--- config.mk ---
export PLATFORM = sky130hd
export DESIGN_NAME = bram_arbiter
export DESIGN_NICKNAME = d
export VERILOG_FILES = /design/src/rtl/bram_arbiter.sv
export SDC_FILE = /design/constraint.sdc
export NUM_CORES = 1
export LEC_CHECK = 0
export CORE_AREA = 2 2 84 86
export DETAILED_ROUTE_END_ITERATION = 6
export DIE_AREA = 0 0 86 88
export PLACE_DENSITY = 0.83
export SETUP_SLACK_MARGIN = 0.15
export SYNTH_ARGS = -nofsm -noshare
export SYNTH_HDL_FRONTEND = slang
export SYNTH_SLANG_ARGS = --single-unit
--- constraint.sdc ---
create_clock -name clk -period 1.8 [get_ports clk]
set_input_delay 0.27 -clock clk [delete_from_list [all_inputs] [get_ports clk]]
set_output_delay 0.27 -clock clk [all_outputs]
set_load 0.05 [all_outputs]
--- src/rtl/bram_arbiter.sv ---
// Two-port arbiter in front of a single-port block RAM.
// An instruction-fetch port (read only) and a data port (read/write) share
// one memory port. Each access takes an issue cycle (IDLE) plus one
// response cycle (RESP). Simultaneous requests are served round-robin.
// Addresses at or beyond DEPTH complete with an error flag and never
// reach the memory.
module bram_arbiter #(
  parameter int ADDR_W = 16,
  parameter int DATA_W = 32,
  parameter int DEPTH  = 16384
) (
  input  logic              clk,
  input  logic              rst,
  // instruction-fetch port
  input  logic              if_req,
  input  logic [ADDR_W-1:0] if_addr,
  output logic              if_ready,
  output logic [DATA_W-1:0] if_rdata,
  output logic              if_err,
  // data port
  input  logic              d_req,
  input  logic              d_we,
  input  logic [ADDR_W-1:0] d_addr,
  input  logic [DATA_W-1:0] d_wdata,
  output logic              d_ready,
  output logic [DATA_W-1:0] d_rdata,
  output logic              d_err,
  // memory port
  output logic              mem_rd_en,
  output logic              mem_wr_en,
  output logic [ADDR_W-1:0] mem_addr,
  output logic [DATA_W-1:0] mem_wdata,
  input  logic [DATA_W-1:0] mem_rdata
);

  typedef enum logic {IDLE = 1'b0, RESP = 1'b1} state_t;

  // One extra bit so a DEPTH equal to 2**ADDR_W still compares correctly.
  localparam logic [ADDR_W:0] DEPTH_EXT = (ADDR_W + 1)'(DEPTH);

  state_t state;
  logic   last_data;   // 1: data port was granted most recently
  logic   resp_data;   // access in flight belongs to the data port
  logic   resp_read;   // access in flight is a read
  logic   resp_err;    // access in flight was out of range

  logic              grant_any;
  logic              grant_data;
  logic              grant_we;
  logic              grant_err;
  logic              issue;
  logic              in_resp;
  logic [ADDR_W-1:0] grant_addr;

  // Arbitration: a lone requester wins; on a tie the port not served last wins.
  always_comb begin
    grant_any  = if_req | d_req;
    grant_data = d_req & (~if_req | ~last_data);
    grant_addr = grant_data ? d_addr : if_addr;
    grant_we   = grant_data & d_we;
    grant_err  = ({1'b0, grant_addr} >= DEPTH_EXT);
    issue      = rst & (state == IDLE) & grant_any;
    in_resp    = rst & (state == RESP);
  end

  // Memory port is driven combinationally in the issue cycle only; an
  // out-of-range grant keeps both enables low so nothing touches the RAM.
  always_comb begin
    mem_rd_en = issue & ~grant_err & ~grant_we;
    mem_wr_en = issue & ~grant_err & grant_we;
    mem_addr  = issue ? grant_addr : '0;
    mem_wdata = (issue & grant_we) ? d_wdata : '0;
  end

  // Response side: ready pulses during RESP for the granted port; read data
  // passes straight through from the RAM's registered output.
  always_comb begin
    if_ready = in_resp & ~resp_data;
    d_ready  = in_resp & resp_data;
    if_err   = if_ready & resp_err;
    d_err    = d_ready & resp_err;
    if_rdata = (if_ready & ~resp_err) ? mem_rdata : '0;
    d_rdata  = (d_ready & resp_read & ~resp_err) ? mem_rdata : '0;
  end

  // FSM: grant and latch the access in IDLE, complete it in RESP.
  // Reset abandons any in-flight access and hands the next tie to data.
  always_ff @(posedge clk or negedge rst) begin
    if (!rst) begin
      state     <= IDLE;
      last_data <= 1'b0;
      resp_data <= 1'b0;
      resp_read <= 1'b0;
      resp_err  <= 1'b0;
    end else begin
      case (state)
        IDLE: begin
          if (grant_any) begin
            state     <= RESP;
            last_data <= grant_data;
            resp_data <= grant_data;
            resp_read <= ~grant_we;
            resp_err  <= grant_err;
          end
        end
        RESP: begin
          state <= IDLE;
        end
        default: begin
          state <= IDLE;
        end
      endcase
    end
  end

endmodule

# After elaboration in Yosys (flattened, before gate mapping)

Index checks and enable logic that the tools add are counted.

Register bits: 4
Bits of input ports: 101
Output and inout port bits: 118
Logic and storage cells: 37

$lt $le $gt $ge: 1
Muxes and demuxes: 7
Bitwise gates (word level): 24
Reductions and logical operators: 1

Operators by type and width:

| operator                                                                               | number |
|---|---|
| 32-bit 2-to-1 mux                                                                      | 3 |
| 16-bit 2-to-1 mux                                                                      | 2 |
| 1-bit bitwise AND                                                                      | 16 |
| 16-bit by 15-bit greater-or-equal comparator with 1-bit output (second input constant) | 1 |
| 1-bit NOT                                                                              | 6 |
| 1-bit OR                                                                               | 2 |
| 1-bit case mux with 2 select lines                                                     | 1 |
| 2-bit AND reduction                                                                    | 1 |
| 1-bit 2-to-1 mux                                                                       | 1 |

# Longest topological paths before layout

Gate-level depths: netlist of run 1.

Depth after elaboration: 8
Mapped depth: 5
Depth with buffers taken out: 3

# Least setup slack after synthesis of run 1

OpenSTA, ideal clock, no wires.

Path kind: reg-to-output
Start: register, netlist name resp_data
End: output port mem_wr_en
Data arrival time: 1,959 ps
Data required time: 1,530 ps
Setup slack: -429 ps
Cell stages (with the launch flop): 4
Path buffers: 0
Cell sequence: dfrtp_1 a21boi_2 or3_1 a21boi_0

RTL lines:

| item          | RTL line | RTL |
|---|---|---|
| end, declared | 30       | `output logic mem_wr_en,` |

==> key figures, run 1 <==
Finish
  • Final #Nets: 538
  • Area delta synth->final: 404%
  • Antenna Cells: 0
  • Filler Cells Inserted: 306
  • Commonest non-fill, non-tap cell in the layout: buf_12
  • Most frequent cells in the layout: buf_12, clkdlybuf4s50_1, and2_4, and2_2, nand2_1
  • Fin cells: 515
  • Layout cells sized above 1: 71.0%

Power and ir drop
  • Clock Power Share: 9.0%
  • Flop pwr share: 6.1%
  • Sw Pwr: 0.927 mW
  • Cell Pwr Density: 371 nW/um^2
  • Sw Ratio: 43.1%
  • Int Power: 1.22 mW
  • Combinational power share: 84.8%
  • Max rail drop VDD: 0.220 mV
  • Leakage: 2.39 nW

Setup path
  • Critical Path Sink Type: output port
  • Worst r2r src: resp_data
  • Worst path cell trace: buf_6 -> a21boi_4 -> and3_4 -> buf_12 -> buf_16 -> and2_4 -> buf_12
  • Worst r2r dst: resp_err
  • Startpoint type of the worst setup path: register
  • Top cell by count, worst path: buf_12
  • Required time of the critical path: 1.53 ns
  • Buf+Inv Stages, Crit Path: 4
  • Crit path DAT: 1.71 ns
  • CP Launch Point: resp_data
  • Reg2Reg Setup Slack: 0.23 ns
  • Reg2Reg Depth: 7
  • Crit Path Class: reg2out
  • Worst-path maximum fanout: 8
  • Slowest stage delay, CP: 0.42 ns
  • CP delay by family, top: buffers and inverters
  • Slowest cell on the critical path: dfrtp_2

Global route
  • Gr usage total: 24.2%
  • Largest net degree at the start of global routing: 33
  • First-pass GRT wire length: 14100 um
  • Grt ovf: 0
  • Vias in the first global route: 2626
  • Initial antenna violation count: 0

Logic synthesis
  • Average size of a mapped cell: 6.15 um^2
  • Synth top area cells: and2_1, nand2_1, dfrtp_1
  • Flops & latches, synth: 4
  • Post-synth cell types: 23
  • Post-synthesis sequential area ratio: 8.71%
  • Share of Yosys cell area claimed by the top area cell type: 53.3%
  • Yosys warns: 0
  • Post-synthesis cell count: 187
  • Cell Area, Synth: 1150 um^2
  • Mapped Nets: 288
  • Leading area contributor after synthesis: and2_1

Clocking
  • H-tree level count: 1
  • Clk sinks: 4
  • CTS buffer count: 3
  • CTS tree: yes
  • Clk root buf: clkbuf_8
  • CTS clk-pin slew, worst paths: 0.03 ns
  • Bufs on Longest Clock Path: 2
  • Clk_lat worst skew: 0.22 ns

Placed design
  • Gpl congestion: 0.781
  • Final HPWL DP: 6790 um
  • # port buffers: 218
  • Placed cell count: 491

Timing
  • Slew headroom: 79.3%
  • Setup TNS: -11.10 ns
  • Min Hold Slack: 0.186 ns
  • RSZ-0062 raised after global routing: true
  • Final WS setup: -0.180 ns
  • Fin. max-slew vios: 0
  • Fmax: 505 MHz
  • Fin Clk Skew: 0.00350 ns
  • Worst slew pin tran: 0.310 ns
  • Final setup fails: 114
  • Tmin final: 1.98 ns
  • Final worst-path cycle share: 110%
  • Final Hold Viols: 0

Drt
  • Total number of vias: 2367
  • WL/cell: 19.0 um
  • Via density: 4.60
  • DRT iter0 DRCs: 36
  • ANT nets after route: 0
  • # DRC: 0
  • Overall routed net length: 9800 um
  • Pre-antenna DRT Iters: 4

Die
  • Initial Utilization: 17.3%
  • # IOs: 219
  • Rows: 30
  • Horiz. Die Dim: 86 um
  • Die height: 88 um
  • Area of the core: 6640 um^2
  • Die ar.: 7570 um^2

Hold path
  • Hold WC Path Type: in2async

Run status
  • Run status: complete, but fails checks
  • Failing checks: setup timing

Flow run
  • Max-cap check violation count: 0
-- synth_stat cells, drive strengths merged --
library cell	number
a21bo	1
a21boi	2
a21oi	18
a31o	1
a31oi	2
and2	98
and3	2
and3b	1
buf	10
clkbuf	3
dfrtp	4
inv	1
nand2	34
nand3b	1
nor2	3
nor2b	2
nor3	1
o21ai	1
o21ba	1
or3	1
-- final cells by class --
cell class / instances / area (um^2) / share of cell area, %
Timing Repair Buffer: 258 / 3990 / 68.9
Sequential cell: 4 / 103 / 1.77
Multi-Input combinational cell: 169 / 1560 / 26.9
Inverter: 1 / 3.75 / 0.0648
Clock buffer: 3 / 41.3 / 0.712
Tap cell: 80 / 100 / 1.73
-- power groups by stage --
stage,registers (mW),logic (mW),clock network (mW)
2_1_floorplan,0.127,0.648,0
3_3_place_gp,0.130,1.46,0
3_5_place_dp,0.132,1.48,0
4_1_cts,0.127,1.75,0.192
5_1_grt,0.134,1.89,0.200
6_report,0.132,1.82,0.194
-- stage by stage --
step | power [mW] | area (um^2) | setup slack (ns) | utilization (%)
2_1_floorplan | 0.774 | 1370 | -0.0821 | -
3_3_place_gp | 1.59 | 4980 | -0.184 | 74.9
3_5_place_dp | 1.61 | 4980 | -0.259 | 74.9
4_1_cts | 2.07 | 5640 | -0.126 | 84.9
5_1_grt | 2.22 | 5800 | -0.235 | 87.2
6_report | 2.15 | 5800 | -0.180 | 87.2
-- logic make-up after synthesis --
logic type	count (synthesis)	synth area share (%)
flops	4	8.71
buf+inv	14	7.51
simple gates	143	70.3
compound gates	26	13.5
-- what timing repair did --
| action | 4_1_cts | 5_1_grt |
|---|---|---|
| hold buffers | 0 | 0 |
| setup endpoints to repair | 116 | 116 |
| pin swaps | 29 | 51 |
| buffers inserted | 8 | 3 |
| gates resized for setup | 131 | 22 |
| cloned | 7 | 3 |
-- flip-flops by register name, summed over array words and instances, names as in the netlist --
name       cells
resp_data      1
resp_err       1
resp_read      1
state          1
-- worst max path at each step --
stage	endpoint	slack, ns	cells after the start
after floorplan	mem_wr_en	-0.08	3
after CTS	mem_wdata[5]	-0.13	7
after global routing	mem_wdata[6]	-0.24	7
after global placement	mem_wr_en	-0.18	5
after detailed placement	mem_wdata[8]	-0.26	6
final	mem_wdata[7]	-0.18	7
-- per-layer routing --
layer  track usage, %  share of wire [%]  wire (um)
met4             6.78                2.2        219
met1             23.9                 32       3150
met5                0                  0          0
met2             49.6                 58       5710
met3             5.66                7.3        719
Note: power is estimated with default switching activity, not from simulation.
==> run 2: changes to the inputs <==
Settings changed: GPL_ROUTABILITY_DRIVEN set to 0, HOLD_SLACK_MARGIN set to 0.1.
==> results of run 2 <==
Final layout, timing and power as in run 1 (identical DEF).
